## config.mk

```make
export PLATFORM = sky130hd
export DESIGN_NAME = banked_reg_bank
export DESIGN_NICKNAME = d
export VERILOG_FILES = /design/src/rtl/banked_reg_bank.sv
export SDC_FILE = /design/constraint.sdc
export NUM_CORES = 2
export LEC_CHECK = 0
export BUFFER_PORTS_ARGS = -buffer_cell sky130_fd_sc_hd__buf_4
export CAP_MARGIN = 15
export CORE_MARGIN = 1.5
export CORE_UTILIZATION = 61
export CTS_CLUSTER_SIZE = 14
export DETAILED_ROUTE_END_ITERATION = 12
export PLACE_DENSITY = 0.81
export SLEW_MARGIN = 20
export SYNTH_ARGS = -nofsm -noshare
export SYNTH_HDL_FRONTEND = slang
export SYNTH_SLANG_ARGS = --single-unit
```

## constraint.sdc

```tcl
create_clock -name fast_clock -period 3.3 [get_ports fast_clock]
set_input_delay 0.165 -clock fast_clock [delete_from_list [all_inputs] [get_ports fast_clock]]
set_output_delay 0.165 -clock fast_clock [all_outputs]
set_load 0.005 [all_outputs]
```

## src/rtl/banked_reg_bank.sv

```systemverilog
// rtl/banked_reg_bank.sv - mode-banked register bank with user/kernel FSM and registered read ports
//
// Purpose: REG_COUNT general registers, with SP and LR banked per privilege
// mode. A user/kernel FSM handles traps and returns, and an illegal transition
// raises a one-cycle fault. Every read port is registered, and each one shows the
// value that results from this edge's update (write-through).
//
// Ports:
//   fast_clock, reset      clock; synchronous active-high reset
//   enable, control        commit strobe and operation select
//   register_source_A/B    read port indices for read_data_A/B
//   register_Dest          write index, also read back on memory_output
//   ALU_result, data_from_memory, new_SP, new_PC, special_register  write data
//   read_data_A/B, current_PC, current_SP, memory_output            registered reads
//   privileged             1 = kernel mode
//   fault                  one-cycle pulse on trap-in-kernel or return-in-user
module banked_reg_bank #(
  parameter int WORD_SIZE        = 32,
  parameter int REG_COUNT        = 16,
  parameter int ADDR_BITS        = 4,
  parameter int PC_REGISTER      = 15,
  parameter int SP_REGISTER      = 14,
  parameter int LR_REGISTER      = 13,
  parameter int SYSCALL_REGISTER = 7,
  parameter int USER_STACK       = 8191,
  parameter int KERNEL_STACK     = 6143,
  parameter int OS_START         = 2048
) (
  input  logic                 fast_clock,
  input  logic                 reset,
  input  logic                 enable,
  input  logic [2:0]           control,
  input  logic [ADDR_BITS-1:0] register_source_A,
  input  logic [ADDR_BITS-1:0] register_source_B,
  input  logic [ADDR_BITS-1:0] register_Dest,
  input  logic [WORD_SIZE-1:0] ALU_result,
  input  logic [WORD_SIZE-1:0] data_from_memory,
  input  logic [WORD_SIZE-1:0] new_SP,
  input  logic [WORD_SIZE-1:0] new_PC,
  input  logic [3:0]           special_register,
  output logic [WORD_SIZE-1:0] read_data_A,
  output logic [WORD_SIZE-1:0] read_data_B,
  output logic [WORD_SIZE-1:0] current_PC,
  output logic [WORD_SIZE-1:0] current_SP,
  output logic [WORD_SIZE-1:0] memory_output,
  output logic                 privileged,
  output logic                 fault
);

  typedef enum logic {USER = 1'b0, KERNEL = 1'b1} mode_t;

  localparam logic [ADDR_BITS-1:0] PC_IDX  = ADDR_BITS'(PC_REGISTER);
  localparam logic [ADDR_BITS-1:0] SP_IDX  = ADDR_BITS'(SP_REGISTER);
  localparam logic [ADDR_BITS-1:0] LR_IDX  = ADDR_BITS'(LR_REGISTER);
  localparam logic [ADDR_BITS-1:0] SYS_IDX = ADDR_BITS'(SYSCALL_REGISTER);

  mode_t                state, next_state;
  logic [WORD_SIZE-1:0] general_regs [REG_COUNT];
  logic [WORD_SIZE-1:0] pc, user_sp, kernel_sp, user_lr, kernel_lr;
  logic [WORD_SIZE-1:0] next_pc, next_user_sp, next_kernel_sp, next_user_lr, next_kernel_lr;
  logic                 gen_we;
  logic [ADDR_BITS-1:0] gen_idx;
  logic [WORD_SIZE-1:0] gen_data;
  logic                 next_fault;
  logic [WORD_SIZE-1:0] dest_data;
  logic                 dest_writable;

  always_comb begin
    unique case (control)
      3'd2:    dest_data = data_from_memory;
      3'd5:    dest_data = {{(WORD_SIZE-4){1'b0}}, special_register};
      default: dest_data = ALU_result;
    endcase
  end

  // PC and SP can't be targeted by a data write; they only move via new_PC/new_SP.
  assign dest_writable = (register_Dest != PC_IDX) && (register_Dest != SP_IDX);

  always_comb begin
    next_state     = state;
    next_pc        = pc;
    next_user_sp   = user_sp;
    next_kernel_sp = kernel_sp;
    next_user_lr   = user_lr;
    next_kernel_lr = kernel_lr;
    gen_we         = 1'b0;
    gen_idx        = register_Dest;
    gen_data       = dest_data;
    next_fault     = 1'b0;
    if (enable) begin
      unique case (control)
        3'd1, 3'd2, 3'd5: begin
          if (dest_writable) begin
            if (register_Dest == LR_IDX) begin
              if (state == KERNEL) next_kernel_lr = dest_data;
              else                 next_user_lr   = dest_data;
            end else begin
              gen_we = 1'b1;
            end
          end
          next_pc = new_PC;
          if (control == 3'd2) begin
            if (state == KERNEL) next_kernel_sp = new_SP;
            else                 next_user_sp   = new_SP;
          end
        end
        3'd3: begin
          if (state == USER) begin
            next_kernel_lr = pc;
            gen_we         = 1'b1;
            gen_idx        = SYS_IDX;
            gen_data       = ALU_result;
            next_pc        = WORD_SIZE'(OS_START);
            next_state     = KERNEL;
          end else begin
            next_fault = 1'b1;
          end
        end
        3'd4: begin
          if (state == KERNEL) begin
            next_pc    = kernel_lr;
            next_state = USER;
          end else begin
            next_fault = 1'b1;
          end
        end
        default: begin
          if (state == KERNEL) next_kernel_sp = new_SP;
          else                 next_user_sp   = new_SP;
          next_pc = new_PC;
        end
      endcase
    end
  end

  // Resolves an index against the post-update state so reads see same-edge writes.
  function automatic logic [WORD_SIZE-1:0] read_next(input logic [ADDR_BITS-1:0] idx);
    if (idx == PC_IDX)
      return next_pc;
    else if (idx == SP_IDX)
      return (next_state == KERNEL) ? next_kernel_sp : next_user_sp;
    else if (idx == LR_IDX)
      return (next_state == KERNEL) ? next_kernel_lr : next_user_lr;
    else if (gen_we && (idx == gen_idx))
      return gen_data;
    else
      return general_regs[idx];
  endfunction

  always_ff @(posedge fast_clock) begin
    if (reset) state <= USER;
    else       state <= next_state;
  end

  always_ff @(posedge fast_clock) begin
    if (reset) begin
      for (int i = 0; i < REG_COUNT; i++) general_regs[i] <= '0;
      pc            <= '0;
      user_sp       <= WORD_SIZE'(USER_STACK);
      kernel_sp     <= WORD_SIZE'(KERNEL_STACK);
      user_lr       <= '0;
      kernel_lr     <= '0;
      read_data_A   <= '0;
      read_data_B   <= '0;
      current_PC    <= '0;
      current_SP    <= '0;
      memory_output <= '0;
      privileged    <= 1'b0;
      fault         <= 1'b0;
    end else begin
      if (gen_we) general_regs[gen_idx] <= gen_data;
      pc            <= next_pc;
      user_sp       <= next_user_sp;
      kernel_sp     <= next_kernel_sp;
      user_lr       <= next_user_lr;
      kernel_lr     <= next_kernel_lr;
      read_data_A   <= read_next(register_source_A);
      read_data_B   <= read_next(register_source_B);
      current_PC    <= next_pc;
      current_SP    <= (next_state == KERNEL) ? next_kernel_sp : next_user_sp;
      memory_output <= read_next(register_Dest);
      privileged    <= (next_state == KERNEL);
      fault         <= next_fault;
    end
  end

endmodule

```

== Word-level counts from Yosys, hierarchy flattened ==
Memory sizes are Yosys's and may differ from the RTL's.
Index checks and enable logic that the tools add are counted.
Storage, ports and cells
  word-level logic and storage cells: 100
  output and inout bits: 162
  RAM bits: 512
  memories kept: 1
  bits in registers: 290
Operators by class
  reduce and logical (&&, ||, !) cells: 8
  muxes and demuxes: 60
  bitwise gates (word level): 1
  eq/ne operators: 19
Memory list
  general_regs: depth 16, bits a word 32, rd ports 3, clocked after Yosys merged registers in 0, write ports 16, line 58  | logic [WORD_SIZE-1:0] general_regs [REG_COUNT];
Operator list (count)
  $mux 32: 36
  $pmux 32 s2: 5
  $eq 4x4->1 const B: 9
  $reduce_or 32->1: 1
  $mux 4: 4
  $eq 4x4->1: 3
  $mux 1: 12
  $ne 4x4->1 const B: 2
  $eq 3x2->1 const B: 2
  $eq 3x3->1 const B: 2
  $pmux 1 s2: 3
  $logic_and 1x1->1: 4
  $reduce_or 2->1: 2
  $eq 3x1->1 const B: 1
  $reduce_or 3->1: 1
  $not 1->1: 1

== Logic depth before layout (Yosys ltp) ==
  depth in word-level cells: 11
  gate-level depth with buffers: 13
  mapped depth without buffers: 7

== Worst setup path after synthesis ==
OpenSTA, ideal clock, no wires.
  path type: input to register
  start: input port register_Dest[0]
  end: memory general_regs[7][0] (enable)
  path buffers: 6
  arrival: 2420 ps
  library setup time: 389 ps
  cell stages on the path: 10
  path slack: 490 ps
  path through: buf_4 -> buf_6 -> buf_4 -> buf_4 -> buf_4 -> nand2_1 -> o31ai_1 -> nand2_1 -> clkbuf_1 -> nand2_1
RTL lines
  from (decl): line 35  | input logic [ADDR_BITS-1:0] register_Dest,
  to (decl): line 58

==> flow_summary.yaml <==
global_route:
  grt_pass1_wl_um: 259000
  grt-ovfl-total: 0
  grt_use_total_pct: 49.4
  use_met1_pct: 60.6
  met3_usage_pct: 20.4
  antenna_found_initial: 12
  first_global_vias: 36660
  use_met2_pct: 72.1
  grt_max_degree: 149
  grt-busiest-layer: "met2"
setup_path:
  reg2reg_depth: 7
  cp-end-kind: "register"
  required_ps: 3780
  r2r_start: "privileged"
  crit_arrival_ps: 3540
  rrSetupSlack_ps: 240
  crit_fanout: 19
  crit_type: "register to register"
  startpoint_type: "register"
  r2r_end: "read_data_A[0]"
clock_network:
  htree_levels: 3
  cts_root_buf: "clkbuf_16"
  numCtsBuffers: 87
  path_clk_slew_ps: 70
  clockBufferDepth: 3
  clk_latency_ps: 670
  cts.sinks: 802
  cts_tree: "done"
  ctsResizeCount: 0
yosys:
  synthAdderAreaFrac_pct: 0
  avgSynthCellArea_um2: 12.1
  synth_edf_count: 512
  synth-compound-area-share_pct: 11.5
  synth_warnings: 0
  syn_area_um2: 43600
  synth_simple_gate_area_share_pct: 11.3
  synthFlopType: "edfxtp_1"
  synth_xor_area_share_pct: 0.0804
  synth_cell_types: 84
  synth.yosys.seq_area_share_pct: 48.6
  synth_mux_area_share_pct: 24.6
  synth_cells: 3590
  synth_top_family_by_area: "multiplexers"
  synth-seq-cells: 802
  synth-async-reset-ratio_pct: 0
power_and_ir_drop:
  peakVddDrop_uv: 454
  p_leak_uw: 0.0187
  p_per_area_nw_per_um2: 513
  total_power_uw: 26500
timing:
  fmax_ghz: 0.327
  setup_violations: 0
  maxSlewHeadroom_pct: 25.8
  setup_tns_ps: 0
  finClkSkew_ps: 33.9
  finalMaxSlewViolations: 0
  fin_crit_sh_pct: 92.7
  hold_viol: 0
  worst_pin_slew_ps: 1110
  rsz0062_at_grt: "false"
  min_period_ps: 3060
floorplanning:
  die_w_um: 270
  start_util_pct: 61.9
  core_um2: 70400
  row_count: 97
  design.die.area_um2: 73000
  die_h_um: 270
  ios: 312
run:
  cap_violations: 0
hold_path:
  worstHoldEndpoint: "user_lr[14]"
  min_path_cells: 5
  holdCritStartpoint: "data_from_memory[14]"
  hold_class: "primary input to register"
placed_design:
  gp_congestion: 1.01
  dpl.hpwl_um: 119000
  port-buffer-count: 311
drt:
  drtIter0Drc: 7131
  viasPerCell: 7.56
  drc: 0
  routed-via-count: 37986
  wl_per_cell_um: 36.0
  ant_nets: 0
  drt_wl_total_um: 181000
  dr.pass1.iters: 9
cells_and_area:
  area_growth_syn_to_layout_pct: 18.4
  layout.nets: 4167
  fillers: 4496
  mostFrequentLayoutCells: "nor2_1 (670), edfxtp_1 (512), buf_4 (512)"
  final_core_util_pct: 73.3
  final_common_cell: "nor2_1"
  drive_gt1_share_pct: 30.2
run_status:
  status: "finished clean"
-- cell families after synthesis --
| family | Yosys count |
|---|---|
| mux | 512 |
| simple gates | 1187 |
| buf+inv | 384 |
| other cells | 1 |
| xor+xnor | 4 |
| flops | 802 |
| compound gates | 700 |
-- Yosys cell counts, drive strengths merged, types with 6 or more instances --
cell type | instances | area [um^2]
dfxtp | 290 | 5810
a211oi | 34 | 265
and3 | 16 | 100
and2 | 17 | 106
o2bb2ai | 17 | 149
o211a | 8 | 80.1
o21ai | 127 | 639
nor2 | 675 | 2540
mux4 | 446 | 10000
mux2 | 18 | 203
nand2b | 14 | 87.6
a21o | 6 | 46.3
a21boi | 10 | 75.1
a221o | 10 | 100
a31oi | 10 | 62.6
a2111oi | 7 | 81.3
o31ai | 10 | 80.1
o22a | 23 | 201
o211ai | 34 | 260
nor3 | 40 | 200
mux2i | 48 | 480
a22oi | 46 | 345
nand4b | 6 | 52.6
buf | 160 | 853
inv | 21 | 78.8
a221oi | 39 | 390
o21a | 24 | 180
or2 | 14 | 87.6
nor3b | 11 | 103
nand3 | 58 | 290
o221ai | 48 | 574
o22ai | 50 | 313
a21oi | 158 | 798
edfxtp | 512 | 15400
nand2 | 313 | 1170
clkbuf | 199 | 747
nor2b | 10 | 62.6
-- worst max path at each step --
stage | start | to | slack, ps | cells past startpoint
final | privileged | read_data_A[0] | 240 | 7
after global routing | privileged | memory_output[2] | 140 | 7
after CTS | privileged | memory_output[2] | 320 | 7
after detailed placement | control[0] | read_data_A[3] | 220 | 9
after global placement | control[0] | read_data_A[3] | 270 | 9
after floorplan | register_Dest[0] | general_regs[7][0] | 490 | 10
-- what timing repair did --
item	4_1_cts	5_1_grt
setup buffers	0	0
hold buffers	51	0
hold endpoints to repair	114	0
-- worst max-delay path, stage by stage (launching register included) --
cell and delay, ps:
dfxtp_2 430, buf_4 360, nand4b_1 210, nand2_1 560, a22oi_1 190, nor2_1 420
o22ai_1 140, nor3_1 570
-- power breakdown --
part | switching (uW) | internal (uW) | total [uW]
clock network | 4200 | 5640 | 9840
registers | 500 | 11300 | 11800
logic | 2830 | 2060 | 4890
-- layer usage --
| metal | share of wire [%] | vias to the layer above |
|---|---|---|
| met1 | 31 | 18106 |
| li1 | - | 14611 |
| met5 | 0.18 | - |
| met4 | 8.4 | 24 |
| met2 | 43 | 4187 |
| met3 | 17 | 1058 |
-- state kept, by name, indices dropped and copies added, names as in the netlist --
signal / cells
user_lr: 32
current_SP: 32
kernel_lr: 32
read_data_B: 32
general_regs: 512
pc: 32
privileged: 1
fault: 1
kernel_sp: 32
memory_output: 32
user_sp: 32
read_data_A: 32
-- area by class of cell --
class / count / area (um^2) / share of cell area, %
diodes: 4 / 10.0 / 0.0194
clock buffers: 119 / 2480 / 4.81
repair buffers: 602 / 5100 / 9.88
clock inverters: 36 / 329 / 0.638
inverters: 25 / 93.8 / 0.182
multi-input cells: 2499 / 21200 / 41.1
well taps: 940 / 1180 / 2.28
flip-flops and latches: 802 / 21200 / 41.1
-- per-stage QoR --
step,setup WS [ps],instance area [um^2],hold slack (ps),instances
6_report,241,51600,47.6,5027
5_1_grt,143,51600,47.3,5023
4_1_cts,318,51600,23.8,5023
3_5_place_dp,220,48300,404,4817
3_3_place_gp,274,48300,395,4817
2_1_floorplan,490,43900,289,3685
Note: power is estimated with default switching activity, not from simulation.
